$ cat config.mk
export PLATFORM = sky130hd
export DESIGN_NAME = port_egress_flat
export DESIGN_NICKNAME = d
export VERILOG_FILES = /design/src/rtl/packet_pkg.sv /design/src/rtl/port_egress_if.sv /design/src/rtl/egress_buf.sv /design/src/rtl/port_egress.sv /design/src/flat_wrapper.sv
export SDC_FILE = /design/constraint.sdc
export NUM_CORES = 1
export LEC_CHECK = 0
export CORE_ASPECT_RATIO = 1.75
export CORE_MARGIN = 5
export CORE_UTILIZATION = 43
export CTS_CLUSTER_SIZE = 16
export DETAILED_ROUTE_END_ITERATION = 8
export PLACE_DENSITY = 0.69
export SYNTH_ARGS = -nofsm -noshare
export SYNTH_HDL_FRONTEND = slang
export SYNTH_SLANG_ARGS = --single-unit
$ cat constraint.sdc
create_clock -name clk -period 5.03 [get_ports clk]
set_input_delay 1.509 -clock clk [delete_from_list [all_inputs] [get_ports clk]]
set_output_delay 1.509 -clock clk [all_outputs]
set_load 0.005 [all_outputs]
$ cat src/rtl/packet_pkg.sv
// Shared packet field layout, packet types and egress FSM states for the switch datapath.
// Packets are at least 16 bits: source[3:0], target[7:4], type[9:8], payload[15:10].
package packet_pkg;

  localparam int unsigned SRC_LSB  = 0;
  localparam int unsigned TGT_LSB  = 4;
  localparam int unsigned TYPE_LSB = 8;
  localparam int unsigned PAY_LSB  = 10;
  localparam int unsigned PORTS    = 4;

  typedef enum logic [1:0] {
    P_DATA = 2'd0,
    P_CTRL = 2'd1,
    P_RSV  = 2'd2,
    P_BDP  = 2'd3   // broadcast: accepted by every egress regardless of target
  } p_type;

  typedef enum logic {
    E_IDLE = 1'b0,
    E_SEND = 1'b1
  } egress_state_t;

endpackage

$ cat src/rtl/port_egress_if.sv
// Crossbar-to-egress and egress-to-downstream signal bundle.
// slave = the egress block, master = crossbar/downstream environment.
interface port_egress_if #(
    parameter int unsigned PACKET_WIDTH = 16
);
    logic                    in_active;
    logic [1:0]              in_sel;
    logic [PACKET_WIDTH-1:0] in_data;
    logic                    out_ready;
    logic                    out_valid;
    logic [PACKET_WIDTH-1:0] out_data;
    logic [1:0]              out_src;
    logic                    egress_full;
    logic                    misroute_err;
    logic [15:0]             pkt_count;
    logic [15:0]             drop_count;

    modport slave (
        input  in_active, in_sel, in_data, out_ready,
        output out_valid, out_data, out_src, egress_full, misroute_err, pkt_count, drop_count
    );

    modport master (
        output in_active, in_sel, in_data, out_ready,
        input  out_valid, out_data, out_src, egress_full, misroute_err, pkt_count, drop_count
    );
endinterface

$ cat src/rtl/egress_buf.sv
// Egress packet FIFO: stores packet plus source port, head is read combinationally.
// Occupancy is DEPTH+1 bits; pointers wrap naturally since DEPTH is a power of two.
module egress_buf #(
    parameter int unsigned DEPTH        = 4,
    parameter int unsigned PACKET_WIDTH = 16
) (
    input  logic                    clk,
    input  logic                    rst_n,
    input  logic                    push,
    input  logic                    pop,
    input  logic [PACKET_WIDTH-1:0] wr_data,
    input  logic [1:0]              wr_src,
    output logic [PACKET_WIDTH-1:0] rd_data,
    output logic [1:0]              rd_src,
    output logic [DEPTH:0]          count
);
    localparam int unsigned PTR_W = $clog2(DEPTH);
    localparam int unsigned CNT_W = DEPTH + 1;

    logic [PACKET_WIDTH-1:0] mem_data [DEPTH];
    logic [1:0]              mem_src  [DEPTH];
    logic [PTR_W-1:0]        wr_ptr, rd_ptr;
    logic                    do_push, do_pop;

    assign do_pop  = pop && (count != '0);
    assign do_push = push && ((count != CNT_W'(DEPTH)) || do_pop);

    // NOTE: storage has no reset; validity is tracked by count, so stale contents are never presented.
    always_ff @(posedge clk) begin
        if (do_push) begin
            mem_data[wr_ptr] <= wr_data;
            mem_src[wr_ptr]  <= wr_src;
        end
    end

    // NOTE: sequential state uses non-blocking assignments so every register samples pre-edge values.
    always_ff @(posedge clk or negedge rst_n) begin
        if (!rst_n) begin
            wr_ptr <= '0;
            rd_ptr <= '0;
            count  <= '0;
        end else begin
            if (do_push) wr_ptr <= wr_ptr + 1'b1;
            if (do_pop)  rd_ptr <= rd_ptr + 1'b1;
            case ({do_push, do_pop})
                2'b10:   count <= count + 1'b1;
                2'b01:   count <= count - 1'b1;
                default: count <= count;
            endcase
        end
    end

    assign rd_data = mem_data[rd_ptr];
    assign rd_src  = mem_src[rd_ptr];

endmodule

$ cat src/rtl/port_egress.sv
// Switch output egress: target decode, misroute/overflow drop, output FSM, optional stats.
// Define EGRESS_STATS_EN to build the saturating pkt_count/drop_count counters.
module port_egress
    import packet_pkg::*;
#(
    parameter int unsigned PORT_ID      = 0,
    parameter int unsigned DEPTH        = 4,
    parameter int unsigned PACKET_WIDTH = 16
) (
    input  logic         clk,
    input  logic         rst_n,
    port_egress_if.slave eg
);
    localparam int unsigned CNT_W = DEPTH + 1;

    egress_state_t           state, state_next;
    logic [3:0]              tgt;
    p_type                   ptype;
    logic                    accept, misroute, overflow, push, pop, full, out_valid;
    logic [PACKET_WIDTH-1:0] rd_data;
    logic [1:0]              rd_src;
    logic [DEPTH:0]          count;

    assign tgt   = eg.in_data[TGT_LSB +: PORTS];
    assign ptype = p_type'(eg.in_data[TYPE_LSB +: 2]);

    assign full      = (count == CNT_W'(DEPTH));
    assign out_valid = (state == E_SEND);
    assign pop       = out_valid && eg.out_ready;
    assign accept    = eg.in_active && (tgt[PORT_ID] || (ptype == P_BDP));
    assign misroute  = eg.in_active && (ptype != P_BDP) && !tgt[PORT_ID];
    // A full buffer still takes the packet when the head leaves in the same cycle.
    assign overflow  = accept && full && !pop;
    assign push      = accept && !overflow;

    egress_buf #(
        .DEPTH        (DEPTH),
        .PACKET_WIDTH (PACKET_WIDTH)
    ) u_buf (
        .clk     (clk),
        .rst_n   (rst_n),
        .push    (push),
        .pop     (pop),
        .wr_data (eg.in_data),
        .wr_src  (eg.in_sel),
        .rd_data (rd_data),
        .rd_src  (rd_src),
        .count   (count)
    );

    always_ff @(posedge clk or negedge rst_n) begin
        if (!rst_n) begin
            state            <= E_IDLE;
            eg.misroute_err  <= 1'b0;
        end else begin
            state            <= state_next;
            eg.misroute_err  <= misroute;
        end
    end

    // NOTE: combinational blocks assign every output a default first so no latch is inferred.
    always_comb begin
        state_next = state;
        case (state)
            E_IDLE: if (count != '0) state_next = E_SEND;
            E_SEND: if (pop && !push && (count == CNT_W'(1))) state_next = E_IDLE;
            default: state_next = E_IDLE;
        endcase
    end

    // The head entry is presented directly, so it stays stable until popped.
    assign eg.out_valid   = out_valid;
    assign eg.out_data    = out_valid ? rd_data : '0;
    assign eg.out_src     = out_valid ? rd_src  : '0;
    // Asserted one slot early to absorb the registered crossbar mux after a grant.
    assign eg.egress_full = (count >= CNT_W'(DEPTH - 1));

`ifdef EGRESS_STATS_EN
    logic [15:0] pkt_cnt_q, drop_cnt_q;

    always_ff @(posedge clk or negedge rst_n) begin
        if (!rst_n) begin
            pkt_cnt_q  <= '0;
            drop_cnt_q <= '0;
        end else begin
            if (pop && (pkt_cnt_q != 16'hFFFF))
                pkt_cnt_q <= pkt_cnt_q + 16'd1;
            if ((misroute || overflow) && (drop_cnt_q != 16'hFFFF))
                drop_cnt_q <= drop_cnt_q + 16'd1;
        end
    end

    assign eg.pkt_count  = pkt_cnt_q;
    assign eg.drop_count = drop_cnt_q;
`else
    assign eg.pkt_count  = 16'd0;
    assign eg.drop_count = 16'd0;
`endif

endmodule

$ cat src/flat_wrapper.sv
// flat-port wrapper written by rule: the top's interface ports become plain ports
module port_egress_flat import packet_pkg::*;
#(
    parameter int unsigned PORT_ID      = 0,
    parameter int unsigned DEPTH        = 4,
    parameter int unsigned PACKET_WIDTH = 16
)
  (clk, rst_n, eg_in_active, eg_in_sel, eg_in_data, eg_out_ready, eg_out_valid, eg_out_data, eg_out_src, eg_egress_full, eg_misroute_err, eg_pkt_count, eg_drop_count);
  port_egress_if #(.PACKET_WIDTH(PACKET_WIDTH)) eg_i ();
  input  logic clk;
  input  logic rst_n;
  input wire logic [$bits(eg_i.in_active)-1:0] eg_in_active;
  input wire logic [$bits(eg_i.in_sel)-1:0] eg_in_sel;
  input wire logic [$bits(eg_i.in_data)-1:0] eg_in_data;
  input wire logic [$bits(eg_i.out_ready)-1:0] eg_out_ready;
  output wire logic [$bits(eg_i.out_valid)-1:0] eg_out_valid;
  output wire logic [$bits(eg_i.out_data)-1:0] eg_out_data;
  output wire logic [$bits(eg_i.out_src)-1:0] eg_out_src;
  output wire logic [$bits(eg_i.egress_full)-1:0] eg_egress_full;
  output wire logic [$bits(eg_i.misroute_err)-1:0] eg_misroute_err;
  output wire logic [$bits(eg_i.pkt_count)-1:0] eg_pkt_count;
  output wire logic [$bits(eg_i.drop_count)-1:0] eg_drop_count;
  assign eg_i.in_active = eg_in_active;
  assign eg_i.in_sel = eg_in_sel;
  assign eg_i.in_data = eg_in_data;
  assign eg_i.out_ready = eg_out_ready;
  assign eg_out_valid = eg_i.out_valid;
  assign eg_out_data = eg_i.out_data;
  assign eg_out_src = eg_i.out_src;
  assign eg_egress_full = eg_i.egress_full;
  assign eg_misroute_err = eg_i.misroute_err;
  assign eg_pkt_count = eg_i.pkt_count;
  assign eg_drop_count = eg_i.drop_count;
  port_egress #(.PORT_ID(PORT_ID), .DEPTH(DEPTH), .PACKET_WIDTH(PACKET_WIDTH)) u_core (.clk(clk), .rst_n(rst_n), .eg(eg_i));
endmodule
# [Word level (Yosys, flattened, before mapping)]
# Memory sizes are Yosys's and may differ from the RTL's.
# Index checks and enable logic that the tools add are counted.
[word_totals] mem_bits_rw=72 n_memories=2 reg_bits=11 out_inout_bits=53
[classes] n_mux=8 eq_ne=7 addsub=4 n_lt_le_gt_ge=1 bitwise=1 reduce_logical=19
[mem_list] name="u_core.u_buf.mem_data" depth=4 width=16 rd=1 rd_clocked_by_memory_dff=0 wr=1 line_no="egress_buf.sv:20" rtl="logic [PACKET_WIDTH-1:0] mem_data [DEPTH];"
[mem_list] name="u_core.u_buf.mem_src" depth=4 width=2 rd=1 rd_clocked_by_memory_dff=0 wr=1 line_no="egress_buf.sv:21" rtl="logic [1:0] mem_src [DEPTH];"
[op_table] op="$mux 16" n=1
[op_table] op="$logic_and 1x1->1" n=11
[op_table] op="$pmux 5 s2" n=1
[op_table] op="$add 5x1->5 const B" n=1
[op_table] op="$eq 5x1->1 const B" n=1
[op_table] op="$eq 5x3->1 const B" n=1
[op_table] op="$ge 5x2->1 const B" n=1
[op_table] op="$ne 5x3->1 const B" n=1
[op_table] op="$reduce_bool 5->1" n=1
[op_table] op="$sub 5x1->5 const B" n=1
[op_table] op="$add 2x1->2 const B" n=2
[op_table] op="$eq 2x2->1 const B" n=2
[op_table] op="$logic_not 1->1" n=4
[op_table] op="$mux 1" n=4
[op_table] op="$eq 2x1->1 const B" n=1
[op_table] op="$logic_or 1x1->1" n=2
[op_table] op="$mux 2" n=1
[op_table] op="$ne 2x2->1 const B" n=1
[op_table] op="$pmux 1 s2" n=1
[op_table] op="$reduce_bool 2->1" n=1
[op_table] op="$not 1->1" n=1

# [Depth between registers and ports, before layout]
# Gate-level depths: netlist of the first run.
[logic_depth] word_depth=12 depth_mapped=8 ltp_nobuf=8

# [By module]
# A second synthesis of the first run with hierarchy kept.
[unflattened] cells_unflattened=229 area_unflattened_um2=3761.1
[modules_own_cells] module="egress_buf" area_per_inst_um2=3254.4 instances=1 cells_per_inst=160
[modules_own_cells] module="port_egress" area_per_inst_um2=506.7 instances=1 cells_per_inst=69

# [Worst setup path before layout of the first run]
# Ideal clock, no wire load.
[synth_timing] path_kind="input -> register" startpoint="in eg_out_ready" endpoint="reg u_core.u_buf.count[3]" t_arrival_ns=2.933 slack_ns=2.018 setup_time_ns=0.079 path_buffers=0 path_stages=7 required_ns=4.951 cell_sequence="a211oi_2 -> a311oi_4 -> inv_1 -> ha_1 -> or4b_1 -> a21oi_2 -> xor2_1"
[synth_via] elab_chain_cells=8
[synth_lines] item="from (decl)" line_no="flat_wrapper.sv:15" rtl="input wire logic [$bits(eg_i.out_ready)-1:0] eg_out_ready;"
[synth_lines] item="$logic_and 1x1->1 *" line_no="port_egress.sv:29" rtl="assign pop = out_valid && eg.out_ready;"
[synth_lines] item="$logic_not 1->1" line_no="port_egress.sv:33" rtl="assign overflow = accept && full && !pop;"
[synth_lines] item="$logic_and 1x1->1" line_no="port_egress.sv:33"
[synth_lines] item="$logic_not 1->1" line_no="port_egress.sv:34" rtl="assign push = accept && !overflow;"
[synth_lines] item="$logic_and 1x1->1" line_no="port_egress.sv:34"
[synth_lines] item="$logic_and 1x1->1" line_no="egress_buf.sv:26" rtl="assign do_push = push && ((count != CNT_W'(DEPTH)) || do_pop);"
[synth_lines] item="$eq 2x1->1 / $eq 2x2->1 (equally long branches)" line_no="egress_buf.sv:45" rtl="case ({do_push, do_pop})"
[synth_lines] item="$pmux 5 s2 / $reduce_bool 2->1 (equally long branches)"
[synth_lines] item="to (signal assigned)" line_no="egress_buf.sv:46" rtl="2'b10: count <= count + 1'b1;"
[synth_lines] item="to (signal assigned)" line_no="egress_buf.sv:47" rtl="2'b01: count <= count - 1'b1;"
[synth_lines] item="to (signal assigned)" line_no="egress_buf.sv:48" rtl="default: count <= count;"
[synth_lines] item="to (decl)" line_no="egress_buf.sv:15" rtl="output logic [DEPTH:0] count"
# Every way passes the cells marked *; elsewhere a longest branch is shown, timed or not.
# A chain may end at the register's enable or synchronous reset.

# [Final worst setup path of the first run]
[layout_timing] startpoint="reg u_core.u_buf.rd_ptr[1]" endpoint="out eg_out_data[9]"
[layout_via] elab_chain_cells=2
[layout_lines] item="from (decl)" line_no="egress_buf.sv:22" rtl="logic [PTR_W-1:0] wr_ptr, rd_ptr;"
[layout_lines] item="from (signal assigned)" line_no="egress_buf.sv:44" rtl="if (do_pop) rd_ptr <= rd_ptr + 1'b1;"
[layout_lines] item="$mem_v2 4x16"
[layout_lines] item="$mux 16" line_no="port_egress.sv:73" rtl="assign eg.out_data = out_valid ? rd_data : '0;"
[layout_lines] item="to (decl)" line_no="flat_wrapper.sv:17" rtl="output wire logic [$bits(eg_i.out_data)-1:0] eg_out_data;"
# No other way between the ends.

==> reports/results.tsv, run 1 <==
stage	metric	value	unit
status	outcome	complete, no violations	
synth	Gate Count Post-Synth	212	
min_path	Hold Crit Class	reg -> reg	
routing	routed len/inst	15.91	µm
synth	Post-Synth Simple-Gate Area	5.923	%
synth	Synth Area in Compound Gates	2.602	%
global_routing	first-pass GRT wire length	9535	µm
synth	Yosys reg bits	83	
cts	clock-pin slew on the worst setup and hold paths	0.06	ns
setup_path	R2R depth	3	
die	Die X	79.69	µm
synth	synthesized area	0.003655	mm²
synth	Post-synth EDFFs	72	
cts	Post-CTS Setup Inserts	0	
timing	Final period util	76.36	%
cts	CTS Buffer Depth	2	
routing	Via density	4.723	
flow_run	max_cap viols	0	
timing	Sum Neg Setup Slack	0	ns
timing	worst setup margin	1.189	ns
die	Die Span Y	132.0	µm
synth	largest family of logic cells by synthesized area	multiplexers	
timing	worst-margin pin slew	0.9353	ns
synth	dominant synthesized flop cell	edfxtp_1	
timing	Max Transition Viols Final	0	
synth	most instantiated library cell after synthesis	edfxtp_1	
timing	RSZ-0062 raised after global routing	no	
timing	Clock Skew	0.003785	ns
routing	Routed WL	6030	µm
synth	synth top area cells	edfxtp_1 (59%), mux4_2 (11%), dfrtp_1 (7.5%), buf_4 (6.8%), and2_1 (3.8%)	
routing	drt pass-1 iters	3	
pwr	Worst IR Drop VDD	0.3785	mV
cts	CTS tree	yes	
placed_design	pre-CTS WS	1.133	ns
timing	Final Hold Viols	0	
routing	via count	1790	
setup_path	CP required	3.52	ns
timing	clock period minus final worst setup slack	3.841	ns
layout	Final nets	290	
synth	Unique masters post-synth	28	
synth	Synth Area in Adders	3.081	%
global_routing	largest net degree at the start of global routing	25	
min_path	WHS Path Cells	1	
synth	post-synthesis async set-or-reset flop share	13.25	%
setup_path	WS Path Type	reg -> out	
layout	layout cell share with drive strength beyond 1	13.26	%
synth	top cells by count, synth	edfxtp_1 (72), buf_4 (33), and2_1 (22)	
global_routing	initial antenna violation count	0	
synth	post-synthesis sequential area ratio	66.69	%
setup_path	WP data arrival	2.33	ns
timing	Final setup viols	0	
die	Starting Density	43.96	%
setup_path	Critical Path Start Type	flop	
synth	post-synth top area share	59.16	%
setup_path	Worst Path Max Fanout	19	
routing	residual antenna-violating net count after detailed routing	0	
global_routing	Overflow after GRT	0	
synth	Post-Synth XOR/XNOR Area	1.917	%
die	full die area	0.01052	mm²
timing	FMAX	260.4	MHz
cts	Post-CTS Resized	0	
synth	Synth warnings	0	
cts	CTS hold repair buffers	0	
die	IO Count	75	
placed_design	HPWL after DPL	4216	µm
synth	Synth area leader	edfxtp_1	
pwr	Tot Pwr	2.415	mW
die	Rows	44	
cts	H-tree depth	3	
setup_path	Crit. End Element	primary output	
die	core box area	0.008313	mm²
timing	Worst slew margin	37.65	%
routing	DRC errors left	0	
global_routing	vias in the first global route	1916	
pwr	leak pwr	1.571	nW
cts	CTS buffer count	9	
synth	mux share of post-synthesis cell area	11.67	%
layout	Layout area overhead	20.51	%
pwr	Power Dens Cells	548.4	mW/mm²
cts	Clock Sinks	83	
layout	Antenna Cells	0	
cts	Root Buffer	clkbuf_16	
routing	drt initial violations	111	
global_routing	GRT Overall Usage	12.33	%
synth	Mean Syn Cell Area	17.24	µm²
placed_design	GP Congestion	0.7284	
cts	clock latency on the worst-skew pair	0.32	ns
placed_design	port bufs	42	
## worst paths after layout
path	start	end	slack, ns
min in group asynchronous	rst_n	u_core.u_buf.count[4]$_DFFE_PN0P_	1.54
max in group asynchronous	rst_n	u_core.u_buf.wr_ptr[0]$_DFFE_PN0P_	3.14
hold / removal	u_core.u_buf.rd_ptr[0]$_DFFE_PN0P_	u_core.u_buf.rd_ptr[0]$_DFFE_PN0P_	0.52
setup / recovery	u_core.u_buf.rd_ptr[1]$_DFFE_PN0P_	eg_out_data[9]	1.19
setup reg to reg	u_core.eg.out_valid$_DFF_PN0_	u_core.u_buf.mem_data[3][11]$_DFFE_PP_	2.41
hold reg to reg	u_core.u_buf.rd_ptr[0]$_DFFE_PN0P_	u_core.u_buf.rd_ptr[0]$_DFFE_PN0P_	0.52
## metal layers
layer | up-vias | part of all wire, % | global-route usage, %
met2 | 54 | 59 | 23.16
met1 | 903 | 33 | 11.63
met4 | 0 | 2.3 | 6.310
li1 | 824 | - | -
met5 | - | 0 | 0
met3 | 9 | 5.7 | 3.420
## kinds of logic after synthesis
| family | after synthesis |
|---|---|
| flops | 83 |
| buf+inv | 44 |
| compound gates | 12 |
| simple gates | 35 |
| mux | 20 |
| other cells | 1 |
| fa+ha+maj | 9 |
| xor+xnor | 8 |
## cells in the final DEF (no fill, tap or decap), drive strengths merged
cell type	instances
nand2	3
nand4b	2
nor2	2
a21o	1
clkbuf	9
buf	1
nand4bb	1
mux2	1
xor2	5
clkdlybuf4s50	42
ha	9
a311oi	1
and2	22
edfxtp	72
a211oi	1
clkinv	4
nor2b	1
dfrtp	11
conb	32
mux4	18
a21oi	7
nor3	1
nand3	2
inv	6
or4b	1
xnor2	3
mux2i	1
bufinv	3
o21ai	2
## critical path, cell delays in order (launching register included)
cell and delay [ns]:
dfrtp_1 0.95, mux4_2 0.44, and2_1 0.17, clkdlybuf4s50_1 0.44
## through the flow
step	util, %	hold WS, ns	instances	cell area, µm²
final	52.98	0.5159	379	4404
after global routing	52.98	0.5368	379	4404
after CTS	52.98	0.5186	379	4404
after detailed placement	48.99	0.4950	363	4073
after global placement	48.99	0.4982	363	4073
after floorplan	-	0.4826	243	3771
## cell type report
type,instances,area (µm²)
repair buffers,43,427.9
well taps,115,143.9
flip-flops and latches,83,2437
clock inverters,7,106.4
inverters,6,22.52
fillers,681,3909
multi-input cells,116,1041
clock buffers,9,225.2
## registers in the layout, summed over array words and instances (netlist names)
signal and count:
u_core.eg.misroute_err 1, u_core.eg.out_valid 1, u_core.u_buf.count 5, u_core.u_buf.mem_data 64, u_core.u_buf.mem_src 8, u_core.u_buf.rd_ptr 2, u_core.u_buf.wr_ptr 2
## where the power goes
group	internal (mW)	switching, mW
Combinational	0.448	0.279
Clock	0.478	0.233
Sequential	0.874	0.104
Total	1.80	0.615
Power figures use the tool's default switching activity.
==> run 2, diff against run 1 <==
- PLACE_DENSITY: 0.69 -> 0.72
- clock period: 5.03 -> 3.2 ns (I/O delays scaled with it)
==> run 2 against run 1 <==
Worst hold slack got worse by 0.053 ns. Cell count increased by 2.6%. Total power increased by 55%. First-iteration DRC count decreased by 41%. Die area unchanged. Largest power group unchanged.
==> reports/results.tsv, run 2 (synthesis gave the netlist of run 1 again) <==
stage	metric	value	unit	change
cts	Root Buffer	clkbuf_16		
layout	Biggest register	u_core.u_buf.mem_data		
timing	Final Hold Viols	0		unchanged
setup_path	WP data arrival	2.07	ns	-0.26 ns
pwr	Worst IR Drop VDD	0.3637	mV	-3.9%
routing	residual antenna-violating net count after detailed routing	0		unchanged
global_routing	vias in the first global route	1865		-2.7%
die	full die area	0.01052	mm²	unchanged
routing	drt pass-1 iters	4		+1
placed_design	Placement Cell Area	0.004210	mm²	+3.4%
cts	clock latency on the worst-skew pair	0.33	ns	about the same
timing	RSZ-0062 raised after global routing	no		
placed_design	HPWL after DPL	4236	µm	+0.48%
timing	worst-margin pin slew	0.5126	ns	-0.4227 ns
global_routing	Overflow after GRT	0		unchanged
setup_path	CP required	2.24	ns	-1.28 ns
layout	most frequent cells in the layout	edfxtp_1 (72), clkdlybuf4s50_1 (42), conb_1 (32)		
die	Die Span Y	132.0	µm	unchanged
timing	Max Transition Viols Final	0		unchanged
setup_path	reg2reg start	u_core.u_buf.count[0]$_DFFE_PN0P_		
cts	CTS tree	yes		
timing	Worst slew margin	65.72	%	+28 points
min_path	WHS Path Cells	1		unchanged
layout	layout cell share with drive strength beyond 1	16.06	%	+2.8 points
die	core box area	0.008313	mm²	unchanged
layout	register area	0.002437	mm²	unchanged
global_routing	largest net degree at the start of global routing	21		-16%
setup_path	RR Endpoint	u_core.u_buf.count[3]$_DFFE_PN0P_		
cts	H-tree depth	3		unchanged
layout	Filler cells	694		+1.9%
cts	Clock Sinks	83		unchanged
layout	multi-input logic area	0.001041	mm²	unchanged
cts	CTS Buffer Depth	2		unchanged
setup_path	WS Path Type	reg -> out		
routing	DRC errors left	0		unchanged
cts	clock-pin slew on the worst setup and hold paths	0.05	ns	about the same
routing	via count	1837		+2.6%
die	Starting Density	43.96	%	unchanged
cts	Post-CTS Resized	0		unchanged
min_path	Hold Crit Class	reg -> reg		
die	Rows	44		unchanged
cts	CTS buffer count	9		unchanged
setup_path	Worst R2R Setup Slack	0.93	ns	-1.48 ns
global_routing	initial antenna violation count	0		unchanged
layout	fin util	54.12	%	+1.1 points
timing	Final period util	94.79	%	
timing	clock period minus final worst setup slack	3.033	ns	
layout	design area	0.004499	mm²	+2.2%
cts	Post-CTS Setup Inserts	0		unchanged
layout	Layout area overhead	23.11	%	
timing	FMAX	329.7	MHz	
setup_path	Worst Path Max Fanout	20		+1
routing	Routed WL	6012	µm	-0.30%
layout	Antenna Cells	0		unchanged
min_path	worst hold start	u_core.u_buf.rd_ptr[1]$_DFFE_PN0P_		
setup_path	R2R depth	7		+4
timing	Sum Neg Setup Slack	0	ns	unchanged
timing	Final setup viols	0		unchanged
global_routing	GRT Overall Usage	12.26	%	-0.064 points
timing	Clock Skew	0.005261	ns	+0.001476 ns
layout	commonest non-fill, non-tap cell in the layout	edfxtp_1		
layout	max reg flops	64		unchanged
setup_path	Crit. End Element	primary output		
cts	CTS hold repair buffers	0		unchanged
layout	Final nets	300		+3.4%
placed_design	port bufs	42		unchanged
flow_run	max_cap viols	0		unchanged
routing	Via density	4.722		about the same
global_routing	first-pass GRT wire length	9418	µm	-1.2%
min_path	hold endpoint	u_core.u_buf.rd_ptr[1]$_DFFE_PN0P_		
status	outcome	complete, no violations		
routing	routed len/inst	15.46	µm	-2.9%
die	Die X	79.69	µm	unchanged
placed_design	GP Congestion	0.7329		+0.62%
pwr	leak pwr	1.616	nW	+2.8%
layout	top flop regs	u_core.u_buf.mem_data: 64 flops, u_core.u_buf.mem_src: 8 flops, u_core.u_buf.count: 5 flops		
routing	drt initial violations	65		-41%
pwr	Tot Pwr	3.736	mW	+55%
pwr	Power Dens Cells	830.4	mW/mm²	+51%
timing	hold slack	0.4631	ns	-0.05271 ns
die	IO Count	75		unchanged
setup_path	Critical Path Start Type	flop		
==> run 2: layout make-up <==
class	count	share of cell area, %
Inverter	6	0.5006
Clock inverter	3	0.8621
Clock buffer	13	5.562
Timing Repair Buffer	53	12.57
Sequential cell	83	54.17
Multi-Input combinational cell	116	23.14
Tap cell	115	3.198
==> run 2: worst max-delay path, cell delays in order, from the launching register on <==
cell	delay, ns
dfrtp_1	0.37
buf_12	0.22
mux4_2	0.54
and2_1	0.18
clkdlybuf4s50_1	0.44
==> run 2: metrics by stage <==
stage | cells | setup WS [ns]
after floorplan | 243 | 0.7372
after global placement | 373 | 0.1822
after detailed placement | 373 | 0.09633
after CTS | 389 | 0.1244
after global routing | 389 | 0.07566
final | 389 | 0.1668
==> run 2: worst max path at each step <==
stage / start / end / slack, ns / depth (start not counted)
after floorplan: eg_out_ready / u_core.u_buf.count[3]$_DFFE_PN0P_ / 0.74 / 7
after global placement: eg_out_ready / u_core.u_buf.count[3]$_DFFE_PN0P_ / 0.18 / 8
after detailed placement: eg_out_ready / u_core.u_buf.count[3]$_DFFE_PN0P_ / 0.1 / 8
after CTS: u_core.u_buf.rd_ptr[0]$_DFFE_PN0P_ / eg_out_data[9] / 0.12 / 4
after global routing: u_core.u_buf.rd_ptr[0]$_DFFE_PN0P_ / eg_out_data[9] / 0.08 / 4
final: u_core.u_buf.rd_ptr[0]$_DFFE_PN0P_ / eg_out_data[9] / 0.17 / 4
==> run 2: power breakdown <==
group          leakage, nW  switching, mW  internal [mW]
logic                0.691          0.516          0.768
registers            0.784          0.103           1.37
clock network        0.141          0.356          0.621
==> run 2: routing by layer <==
metal  track usage, %  vias to the layer above  share of wire, %
met3            3.146                       10               6.1
li1                 -                      843                 -
met5                0                        -                 0
met4            5.736                        0               2.2
met1            12.02                      921                35
met2            23.02                       63                57
==> run 3, diff against run 2 <==
- CAP_MARGIN: unset -> 10
==> results of run 3 <==
Same layout as run 2: the final DEF is identical, and so are final timing and power.
